--- config.mk ---
export PLATFORM = sky130hd
export DESIGN_NAME = id_ex_hazard_reg
export DESIGN_NICKNAME = d
export VERILOG_FILES = /design/src/rtl/id_ex_hazard_reg.sv
export SDC_FILE = /design/constraint.sdc
export NUM_CORES = 1
export LEC_CHECK = 0
export ABC_AREA = 1
export CORE_AREA = 2 2 192 194
export CTS_BUF_LIST = sky130_fd_sc_hd__clkbuf_8
export DETAILED_ROUTE_END_ITERATION = 10
export DIE_AREA = 0 0 194 196
export GPL_TIMING_DRIVEN = 0
export HOLD_SLACK_MARGIN = 0.03
export PLACE_DENSITY = 0.54
export SYNTH_ARGS = -nofsm -noshare
export SYNTH_HDL_FRONTEND = slang
export SYNTH_SLANG_ARGS = --single-unit
--- constraint.sdc ---
create_clock -name clk -period 2.3 [get_ports clk]
set_clock_uncertainty 0.15 [all_clocks]
set_input_delay 0.46 -clock clk [delete_from_list [all_inputs] [get_ports clk]]
set_output_delay 0.46 -clock clk [all_outputs]
set_load 0.02 [all_outputs]
--- src/rtl/id_ex_hazard_reg.sv ---
// ID/EX pipeline register for the two-slot VLIW core with load-use hazard
// detection. A load in EX whose Sd feeds a source read in ID stalls ID for
// one cycle and a bubble enters EX instead. Branch flush and downstream hold
// are honoured, with flush taking precedence over hold.
module id_ex_hazard_reg #(
  parameter int DATA_W = 32,
  parameter int RA_W   = 3,
  parameter int CNT_W  = 16
) (
  input  logic                clk,
  input  logic                rst,
  input  logic                id_valid,
  input  logic [6*RA_W-1:0]   id_regs,
  input  logic [3:0]          id_src_used,
  input  logic [3:0]          id_ctrl,
  input  logic [5*DATA_W-1:0] id_data,
  input  logic [DATA_W-1:0]   id_imm,
  input  logic                flush,
  input  logic                hold,
  output logic                id_stall,
  output logic                ex_valid,
  output logic [RA_W-1:0]     ex_rm,
  output logic [RA_W-1:0]     ex_rn,
  output logic [RA_W-1:0]     ex_rd,
  output logic [RA_W-1:0]     ex_sm,
  output logic [RA_W-1:0]     ex_sn,
  output logic [RA_W-1:0]     ex_sd,
  output logic                ex_rregwrite,
  output logic                ex_sregwrite,
  output logic                ex_mr,
  output logic                ex_mw,
  output logic [5*DATA_W-1:0] ex_data,
  output logic [DATA_W-1:0]   ex_imm,
  output logic [CNT_W-1:0]    bubble_count
);

  logic [RA_W-1:0] id_rm, id_rn, id_rd, id_sm, id_sn, id_sd;
  logic [3:0]      src_match;
  logic            lu;

  assign id_rm = id_regs[6*RA_W-1 -: RA_W];
  assign id_rn = id_regs[5*RA_W-1 -: RA_W];
  assign id_rd = id_regs[4*RA_W-1 -: RA_W];
  assign id_sm = id_regs[3*RA_W-1 -: RA_W];
  assign id_sn = id_regs[2*RA_W-1 -: RA_W];
  assign id_sd = id_regs[RA_W-1:0];

  // A source matches the load destination only if that operand is really read;
  // both R and S slot sources are compared against the S slot load.
  assign src_match[3] = id_src_used[3] & (id_rm == ex_sd);
  assign src_match[2] = id_src_used[2] & (id_rn == ex_sd);
  assign src_match[1] = id_src_used[1] & (id_sm == ex_sd);
  assign src_match[0] = id_src_used[0] & (id_sn == ex_sd);

  // Loads to register 0 never produce a value worth waiting for.
  assign lu = ex_valid & ex_mr & (ex_sd != '0) & id_valid & (|src_match);

  // Hold also freezes ID so that it stays aligned with the frozen EX stage.
  assign id_stall = ~rst & (lu | hold);

  // Operand data and immediate: loaded whenever EX is not frozen; their value
  // is irrelevant when the control bits mark the slot as a bubble.
  always_ff @(posedge clk) begin
    if (rst) begin
      ex_data <= '0;
      ex_imm  <= '0;
    end else if (flush || !hold) begin
      ex_data <= id_data;
      ex_imm  <= id_imm;
    end
  end

  // Control, specifiers and bubble counter: reset, flush, hold, bubble, capture.
  always_ff @(posedge clk) begin
    if (rst) begin
      ex_valid     <= 1'b0;
      ex_rm        <= '0;
      ex_rn        <= '0;
      ex_rd        <= '0;
      ex_sm        <= '0;
      ex_sn        <= '0;
      ex_sd        <= '0;
      ex_rregwrite <= 1'b0;
      ex_sregwrite <= 1'b0;
      ex_mr        <= 1'b0;
      ex_mw        <= 1'b0;
      bubble_count <= '0;
    end else if (flush) begin
      ex_valid     <= 1'b0;
      ex_rregwrite <= 1'b0;
      ex_sregwrite <= 1'b0;
      ex_mr        <= 1'b0;
      ex_mw        <= 1'b0;
      ex_rm        <= id_rm;
      ex_rn        <= id_rn;
      ex_rd        <= id_rd;
      ex_sm        <= id_sm;
      ex_sn        <= id_sn;
      ex_sd        <= id_sd;
    end else if (!hold) begin
      if (lu) begin
        ex_valid     <= 1'b0;
        ex_rregwrite <= 1'b0;
        ex_sregwrite <= 1'b0;
        ex_mr        <= 1'b0;
        ex_mw        <= 1'b0;
        ex_rm        <= '0;
        ex_rn        <= '0;
        ex_rd        <= '0;
        ex_sm        <= '0;
        ex_sn        <= '0;
        ex_sd        <= '0;
        if (bubble_count != '1) begin
          bubble_count <= bubble_count + CNT_W'(1);
        end
      end else begin
        ex_valid     <= id_valid;
        ex_rregwrite <= id_ctrl[3] & id_valid;
        ex_sregwrite <= id_ctrl[2] & id_valid;
        ex_mr        <= id_ctrl[1] & id_valid;
        ex_mw        <= id_ctrl[0] & id_valid;
        ex_rm        <= id_rm;
        ex_rn        <= id_rn;
        ex_rd        <= id_rd;
        ex_sm        <= id_sm;
        ex_sn        <= id_sn;
        ex_sd        <= id_sd;
      end
    end
  end

endmodule

# Word level (Yosys, flattened, before mapping)
# Cells that the tools add are included.
[op_classes] add_sub_neg=1 n_eq_ne=6 muxes=23 bitwise_logic=17 n_reduce_logical=6
[op_table] op="$mux 3" n=18
[op_table] op="$add 16x1->16 const B" n=1
[op_table] op="$ne 16x16->1 const B" n=1
[op_table] op="$and 1x1->1" n=13
[op_table] op="$eq 3x3->1" n=4
[op_table] op="$mux 1" n=5
[op_table] op="$reduce_and 4->1" n=1
[op_table] op="$reduce_or 4->1" n=1
[op_table] op="$not 1->1" n=3
[op_table] op="$reduce_bool 3->1" n=1
[op_table] op="$ne 2x2->1 const B" n=1
[op_table] op="$reduce_or 2->1" n=1
[op_table] op="$logic_not 1->1" n=1
[op_table] op="$logic_or 1x1->1" n=1
[op_table] op="$or 1x1->1" n=1
[totals] ff_bits=231 in_bits=223 word_cells=67

# Depth between registers and ports, before layout
# Gate-level depths: netlist of the first run.
[logic_depth] ltp_word=7 ltp_mapped=13

# Worst setup path after synthesis of the first run
# Ideal clock, no wire load.
[synth_path] path_type="flip-flop to output port" startpoint="register ex_sd[1]" endpoint="output id_stall" arrival_time_ns=1.453 t_required_ns=1.690 setup_slack_ns=0.237 path_stages_with_launch=9 path_cell_list="dfxtp_1 inv_2 a21boi_0 nand2_1 nor2_1 nor2_1 nand2_1 nand2_2 a21oi_1"
[synth_between] elab_chain_cells=6 word_cells_on_any_way=15
[synth_rtl] item="start: declaration" line="27" rtl="output logic [RA_W-1:0] ex_sd,"
[synth_rtl] item="start signal: assignment" line="99" rtl="ex_sd <= id_sd;"
[synth_rtl] item="start signal: assignment" line="127" rtl="ex_sd <= id_sd;"
[synth_rtl] item="$eq 3x3->1, or another cell as far along" line="53" rtl="assign src_match[0] = id_src_used[0] & (id_sn == ex_sd);"
[synth_rtl] item="$and 1x1->1 (on tied branches)"
[synth_rtl] item="$reduce_or 4->1 / $and 1x1->1 (equally long branches)" line="56" rtl="assign lu = ex_valid & ex_mr & (ex_sd != '0) & id_valid & (|src_match);"
[synth_rtl] item="$and 1x1->1 (*)" line="56"
[synth_rtl] item="$or 1x1->1 (*)" line="59" rtl="assign id_stall = ~rst & (lu | hold);"
[synth_rtl] item="$and 1x1->1 (*)" line="59"
[synth_rtl] item="end: declaration" line="20" rtl="output logic id_stall,"
# Mark *: on every way between the ends. The rest lies on a longest branch, timed or not.

# Worst setup path after layout of the first run
[layout_path] startpoint="input id_valid" endpoint="output id_stall"
[layout_between] elab_chain_cells=4
[layout_rtl] item="start: declaration" line="12" rtl="input logic id_valid,"
[layout_rtl] item="$and 1x1->1 (2 in a row)" line="56"
[layout_rtl] item="$or 1x1->1" line="59"
[layout_rtl] item="$and 1x1->1" line="59"
# Every way passes these cells.

==> metrics.json, run 1 <==
{
  "routing": {
    "drt_wl_total_um": 34600,
    "routed-via-count": 9156,
    "viasPerCell": 4.31,
    "drt.antenna.violating_nets": 0,
    "drt-pass1-iter-count": 4,
    "drt_wl_cell_um": 16.3,
    "drt_iter0_drc": 301,
    "drc_errors": 0
  },
  "synth": {
    "synth_most_common_cell": "nor2_1",
    "synth_top_area_share": 0.544,
    "syn_area_per_cell_um2": 7.54,
    "syn_area_um2": 8500,
    "number_of_storage_elements_in_the_synthesis_netlist": 231,
    "synth_fp_nets": 1352,
    "ys_top_cells_by_area": "dfxtp_1 (54%), nor2_1 (18%), o21ai_0 (11%)",
    "synth_flop_type": "dfxtp_1",
    "synth_top_cells_by_count": "nor2_1 (403), dfxtp_1 (231), o21ai_0 (192), nand2_1 (99), clkbuf_1 (66)",
    "synth.distinct_cells": 25,
    "async_s_r_ff_share_synth": 0,
    "syn_inst": 1128,
    "synth_enable_flop_cells": 0,
    "dominant_cell_type_by_area_after_synthesis": "dfxtp_1",
    "ys.warnings.count": 0,
    "yosysSeqAreaShare": 0.544
  },
  "floorplan": {
    "die-area_um2": 38000,
    "die_x_um": 194,
    "floorplan.die.height_um": 196,
    "std_cell_rows": 70,
    "start_util": 0.236,
    "num_io_pins": 455,
    "fp.coreArea_um2": 36100
  },
  "global_route": {
    "global_route.usage.total": 0.177,
    "grt_start_max_net_pins": 11,
    "grt.met3_usage": 0.0765,
    "overflow": 0,
    "grt_first_pass_wirelength_um": 52300,
    "first_global_vias": 9097,
    "antenna_found_initial": 3,
    "globalRoute.busiestLayer": "met2",
    "grt_use_met1": 0.195,
    "grt_use_met2": 0.302
  },
  "power": {
    "power.density_cell_area_nw_per_um2": 686,
    "p_total_w": 0.00994,
    "max_vdd_drop_v": 0.000368,
    "power.leakage_nw": 6.21
  },
  "critical_path": {
    "path_max_fanout": 6,
    "r2r_setup_slack_ns": 0.17,
    "worstPathArrival_ns": 1.76,
    "end_kind": "output pin",
    "timing.setup.critical_path_class": "in2out",
    "start_kind": "input pin",
    "critical_path_required_ns": 1.69
  },
  "timing": {
    "fin_setup_tns_ns": -0.0723,
    "worstMarginPinSlew_ns": 0.709,
    "max-slew-margin-rel": 0.528,
    "fin_crit_sh": 1.03,
    "final_hold_violating_endpoints": 0,
    "timing.final.crit_period_ns": 2.37,
    "max_freq_mhz": 422,
    "maxSlewViolCount": 0,
    "rsz0062_at_grt": "yes",
    "setup_viol": 1,
    "post-route-worst-setup-slack_ns": -0.0723
  },
  "clocking": {
    "clockRootBuffer": "clkbuf_8",
    "tritoncts.num_buffers": 42,
    "cts-hold-fix-buffers": 0,
    "clkSlewWorstSetupHoldPaths_ns": 0.06,
    "h_tree_levels": 2,
    "cts_tree": "done",
    "clkLatencyLatePin_ns": 0.57,
    "cts_max_path_buffers": 3,
    "clock_sinks": 231
  },
  "placed_design": {
    "portBuffers": 453,
    "routabilityCongestion": 0.804,
    "dp_hpwl_um": 26400
  },
  "min_path": {
    "hold_path.class": "in2reg"
  },
  "cells_and_area": {
    "layout.nets": 1854,
    "area_growth_pct": 70.4,
    "layout-drive-gt1-share": 0.0672
  },
  "run": {
    "cap_violations": 0
  },
  "outcome": {
    "status": "finished, violations left",
    "failed_checks": "setup timing"
  }
}
[stage by stage]
stage / hold slack, ns / util / setup WS, ns / instances / cell area (um2)
after floorplan: 0.383 / - / 0.237 / 1128 / 8500
after global placement: 0.302 / 0.378 / -0.813 / 2049 / 13600
after detailed placement: 0.307 / 0.378 / -0.804 / 2049 / 13600
after CTS: 0.0896 / 0.400 / -0.145 / 2121 / 14400
after global routing: 0.130 / 0.402 / -0.180 / 2123 / 14500
final: 0.151 / 0.402 / -0.0723 / 2124 / 14500
[critical path: stages]
cell and delay, ns:
clkdlybuf4s50_1 0.59, nand3_1 0.11, a31oi_1 0.24, nand2_4 0.08
a21oi_2 0.13, buf_6 0.14
[cells in the final DEF, fill, tap and decap left out, drive strengths merged]
master         count
dlymetal6s2s       4
nand2            104
dlygate4sd2       17
xnor2              6
diode              3
clkinv             1
o21a               1
a31oi              1
nand4              7
xor2               7
inv               42
a21boi             2
dfxtp            231
nor3               1
nand3             29
clkdlybuf4s50    431
buf               15
clkbuf           116
o21ai            192
nor2             403
nand3b             1
a21oi             41
ha                 1
[timing repair]
item	CTS	global route
pin swaps	4	8
resized for setup	38	55
endpoints found under the hold margin	0	0
setup buffers	5	0
endpoints found under the setup margin	58	77
[flip-flops by register name, indices dropped and copies added (netlist names)]
signal,cells
ex_rm,3
ex_imm,32
ex_mw,1
ex_valid,1
ex_mr,1
ex_rd,3
ex_sregwrite,1
ex_sn,3
ex_rregwrite,1
ex_sd,3
ex_sm,3
ex_rn,3
ex_data,160
bubble_count,16
[kinds of logic (layout without fill, tap and decap cells)]
kind of cell	count (synthesis)	after routing	synth area share
other	0	3	0
AND/OR/NAND/NOR	545	545	0.252
buffers and inverters	101	626	0.0480
XOR/XNOR	13	13	0.0134
AO/OA/AOI/OAI	237	237	0.141
adder cells (fa/ha/maj)	1	1	0.00147
flip-flops	231	231	0.544
[worst paths after layout]
path,start,endpoint,depth (start not counted)
hold / removal,rst,ex_sn[2],2
setup / recovery,id_valid,id_stall,6
hold reg to reg,ex_rd[0],ex_rd[0],2
setup reg to reg,bubble_count[0],bubble_count[7],9
[power by group]
part           switching [W]  internal, W
registers           0.000142      0.00427
clock network        0.00169      0.00197
logic               0.000937     0.000933
[area by class of cell]
class | count | area, um2
antenna | 3 | 7.51
buffer | 74 | 338
clock buffer | 51 | 702
clock inverter | 16 | 60.1
fill | 3794 | 21600
inverter | 27 | 110
multi-input combinational | 796 | 3490
sequential | 231 | 4640
tap | 468 | 586
timing repair buffer | 458 | 4560
[routing by layer]
metal | routed length [um] | up-vias
li1 | - | 4628
met1 | 14000 | 4095
met2 | 16200 | 388
met3 | 3540 | 45
met4 | 808 | 0
met5 | 0 | -
Power figures use the tool's default switching activity.
==> run 2: changes to the inputs <==
ABC_CLOCK_PERIOD_IN_PS = 2300   (was not set)
==> results of run 2 <==
Same layout as run 1: the final DEF is identical, and so are final timing and power.
==> run 3: changes to the inputs <==
SETUP_SLACK_MARGIN = 0.02   (was not set)
==> run 3 against run 2 <==
The run still ends with setup timing left. Worst setup slack got worse by 0.00095 ns. Cell area is essentially flat. Fmax hardly changed. Cell count about the same. Wire length hardly changed. Power is essentially flat. Sequential power about the same. Sequential share of layout area about the same. Critical endpoint unchanged. Largest cell class unchanged. Largest power group unchanged.
==> metrics.json, run 3 (synthesized netlist as in run 1, its figures left out) <==
{
  "outcome": {
    "status": {"value": "finished, violations left", "change": "unchanged"},
    "failed_checks": {"value": "setup timing", "change": "unchanged"}
  },
  "timing": {
    "fin_setup_tns": {"value": -0.0732, "unit": "ns", "change": "was -0.0723 ns"},
    "timing.final.crit_period": {"value": 2.37, "unit": "ns", "change": "about the same"},
    "maxSlewViolCount": {"value": 0, "change": "unchanged"},
    "max-slew-margin-rel": {"value": 0.530, "change": "was 0.528"},
    "worstMarginPinSlew": {"value": 0.705, "unit": "ns", "change": "was 0.709 ns"},
    "rsz0062_at_grt": {"value": "yes", "change": "unchanged"},
    "post-route-worst-setup-slack": {"value": -0.0732, "unit": "ns", "change": "was -0.0723 ns"},
    "fin_crit_sh": {"value": 1.03, "change": "about the same"},
    "max_freq": {"value": 421, "unit": "MHz", "change": "was 422 MHz"},
    "final_hold_violating_endpoints": {"value": 0, "change": "unchanged"},
    "setup_viol": {"value": 1, "change": "unchanged"}
  },
  "placed_design": {
    "routabilityCongestion": {"value": 0.804, "change": "unchanged"},
    "dpl.cell_count": {"value": 2049, "change": "unchanged"},
    "portBuffers": {"value": 453, "change": "unchanged"},
    "pre_cts_ws": {"value": -0.804, "unit": "ns", "change": "unchanged"},
    "dp_hpwl": {"value": 26400, "unit": "um", "change": "unchanged"},
    "dpl_cell_area": {"value": 13600, "unit": "um2", "change": "unchanged"}
  },
  "floorplan": {
    "die-area": {"value": 38000, "unit": "um2", "change": "unchanged"},
    "fp.coreArea": {"value": 36100, "unit": "um2", "change": "unchanged"},
    "num_io_pins": {"value": 455, "change": "unchanged"},
    "start_util": {"value": 0.236, "change": "unchanged"},
    "die_x": {"value": 194, "unit": "um", "change": "unchanged"},
    "floorplan.die.height": {"value": 196, "unit": "um", "change": "unchanged"},
    "std_cell_rows": {"value": 70, "change": "unchanged"}
  },
  "critical_path": {
    "end_kind": {"value": "output pin", "change": "unchanged"},
    "crit_end": {"value": "id_stall", "change": "unchanged"},
    "start_kind": {"value": "input pin", "change": "unchanged"},
    "worstPathCellList": {"value": "clkdlybuf4s50_1, inv_1, nand2_1, nand3_1, nor2_1, nor2_1, nand2_1, nand2_4, a21oi_2, buf_6", "change": "was clkdlybuf4s50_1, nand3_1, a31oi_1, nand2_4, a21oi_2, buf_6"},
    "slowest_stage": {"value": "clkdlybuf4s50_1", "change": "unchanged"},
    "r2r_end": {"value": "bubble_count[7]", "change": "unchanged"},
    "critical_path_depth": {"value": 10, "change": "was 6"},
    "setup.worst_path.start": {"value": "id_regs[16]", "change": "was id_valid"},
    "r2r_setup_slack": {"value": 0.19, "unit": "ns", "change": "was 0.17 ns"},
    "critical_path.max_stage_delay": {"value": 0.54, "unit": "ns", "change": "was 0.59 ns"},
    "ff2ff_path_depth": {"value": 9, "change": "unchanged"},
    "timing.setup.critical_path_class": {"value": "in2out", "change": "unchanged"},
    "worstPathArrival": {"value": 1.76, "unit": "ns", "change": "about the same"},
    "critical_path_required": {"value": 1.69, "unit": "ns", "change": "about the same"},
    "critical_path.reg2reg.startpoint": {"value": "bubble_count[0]", "change": "unchanged"},
    "timing.critical_path.max_delay_family": {"value": "buffers and inverters", "change": "unchanged"},
    "worstPathBufferInverterCount": {"value": 3, "change": "was 2"},
    "path_max_fanout": {"value": 3, "change": "was 6"}
  },
  "power": {
    "combinationalPowerShare": {"value": 0.188, "change": "about the same"},
    "power.leakage": {"value": 6.23, "unit": "nW", "change": "was 6.21 nW"},
    "max_vdd_drop": {"value": 0.000367, "unit": "V", "change": "was 0.000368 V"},
    "sequentialPowerShare": {"value": 0.444, "change": "about the same"},
    "p_sw_frac": {"value": 0.278, "change": "was 0.279"},
    "power_switching": {"value": 0.00277, "unit": "W", "change": "about the same"},
    "power.density_cell_area": {"value": 686, "unit": "nW/um2", "change": "about the same"},
    "internal_power": {"value": 0.00717, "unit": "W", "change": "about the same"},
    "clkPwrFrac": {"value": 0.368, "change": "about the same"}
  },
  "routing": {
    "met2RoutedLength": {"value": 16200, "unit": "um", "change": "about the same"},
    "drt.antenna.violating_nets": {"value": 0, "change": "unchanged"},
    "routed-via-count": {"value": 9142, "change": "was 9,156"},
    "viasPerCell": {"value": 4.30, "change": "was 4.31"},
    "drc_errors": {"value": 0, "change": "unchanged"},
    "maxUsedRoutingLayer": {"value": "met4", "change": "unchanged"},
    "drt_wl_total": {"value": 34600, "unit": "um", "change": "about the same"},
    "drt_iter0_drc": {"value": 303, "change": "was 301"},
    "drt-pass1-iter-count": {"value": 4, "change": "unchanged"},
    "drt-met1-wl": {"value": 14000, "unit": "um", "change": "about the same"},
    "drt_wl_cell": {"value": 16.3, "unit": "um", "change": "about the same"},
    "route.met3.wl": {"value": 3560, "unit": "um", "change": "was 3540 um"}
  },
  "cells_and_area": {
    "top_regs": {"value": "ex_data: 160 flops, ex_imm: 32 flops, bubble_count: 16 flops", "change": "unchanged"},
    "layout.cells.most_common": {"value": "clkdlybuf4s50_1", "change": "unchanged"},
    "layout-drive-gt1-share": {"value": 0.0719, "change": "was 0.0672"},
    "largest-register": {"value": "ex_data", "change": "unchanged"},
    "mostFrequentLayoutCells": {"value": "clkdlybuf4s50_1 (425), nor2_1 (403), dfxtp_1 (228), o21ai_0 (192), nand2_1 (97)", "change": "was clkdlybuf4s50_1 (431), nor2_1 (403), dfxtp_1 (228), o21ai_0 (192), nand2_1 (97)"},
    "finalCoreUtilization": {"value": 0.402, "change": "about the same"},
    "layout.nets": {"value": 1855, "change": "was 1,854"},
    "final_cell_area": {"value": 14500, "unit": "um2", "change": "about the same"},
    "largest_register_ffs": {"value": 160, "change": "unchanged"},
    "area_growth": {"value": 70.5, "unit": "%", "change": "was 70.4%"},
    "finalNonFillerCells": {"value": 2125, "change": "was 2,124"}
  },
  "min_path": {
    "hold_path_startpoint": {"value": "rst", "change": "unchanged"},
    "hold_path.class": {"value": "in2reg", "change": "unchanged"}
  },
  "clocking": {
    "cts_max_path_buffers": {"value": 3, "change": "unchanged"},
    "clkSlewWorstSetupHoldPaths": {"value": 0.06, "unit": "ns", "change": "about the same"},
    "tritoncts.num_buffers": {"value": 42, "change": "unchanged"},
    "clock_sinks": {"value": 231, "change": "unchanged"},
    "h_tree_levels": {"value": 2, "change": "unchanged"},
    "clockRootBuffer": {"value": "clkbuf_8", "change": "unchanged"},
    "clkLatencyLatePin": {"value": 0.57, "unit": "ns", "change": "about the same"},
    "cts_tree": {"value": "done", "change": "unchanged"}
  },
  "global_route": {
    "overflow": {"value": 0, "change": "unchanged"},
    "first_global_vias": {"value": 9101, "change": "was 9,097"},
    "grt_first_pass_wirelength": {"value": 52400, "unit": "um", "change": "was 52,300 um"},
    "global_route.usage.total": {"value": 0.177, "change": "about the same"},
    "grt_start_max_net_pins": {"value": 11, "change": "unchanged"},
    "antenna_found_initial": {"value": 3, "change": "unchanged"}
  },
  "run": {
    "cap_violations": {"value": 0, "change": "unchanged"}
  }
}
==> run 3: how the worst min path moves through the flow <==
stage | to | slack [ns] | cells past startpoint
finish | ex_sn[2] | 0.15 | 2
global placement | ex_rn[2] | 0.30 | 2
global route | ex_sn[2] | 0.13 | 2
CTS | ex_sn[2] | 0.09 | 2
detailed placement | ex_sm[1] | 0.31 | 2
floorplan | ex_mw | 0.38 | 2
==> run 3: final cells by class <==
cell class	count	area, um2
sequential	231	4640
inverter	27	110
antenna	3	7.51
multi-input combinational	796	3490
clock inverter	16	60.1
buffer	74	347
tap	468	586
clock buffer	51	702
timing repair buffer	459	4550
fill	3803	21600
==> run 3: metal layers <==
metal | global-route usage | up-vias
met5 | 0 | -
met2 | 0.303 | 386
met1 | 0.195 | 4083
met3 | 0.0765 | 45
met4 | 0.0634 | 0
li1 | - | 4628
==> run 3: per-stage QoR <==
step | hold WS [ns] | power [W]
CTS | 0.0896 | 0.0101
detailed placement | 0.307 | 0.00638
global route | 0.130 | 0.0104
floorplan | 0.383 | 0.00524
global placement | 0.302 | 0.00636
finish | 0.151 | 0.00994
==> run 3: repair_timing <==
| action | 4_1_cts | 5_1_grt |
|---|---|---|
| setup buffers | 5 | 1 |
| endpoints found under the setup margin | 110 | 113 |
| hold buffers | 0 | 0 |
| gates resized for setup | 46 | 68 |
| pin swaps | 4 | 8 |
==> run 3: power by group through the flow <==
stage               Clock [W]  Sequential, W  Combinational, W
detailed placement          0        0.00450           0.00188
global route          0.00397        0.00444           0.00202
global placement            0        0.00449           0.00188
floorplan                   0        0.00481          0.000429
CTS                   0.00383        0.00442           0.00189
finish                0.00366        0.00441           0.00187
==> run 3: worst register-to-register path, stage by stage (launching register included) <==
cell	delay, ns
dfxtp_1	0.43
ha_1	0.24
nand2_2	0.11
nor3_4	0.22
nand2_2	0.11
o21a_1	0.19
buf_6	0.14
buf_2	0.19
nand3_1	0.13
a21oi_2	0.07
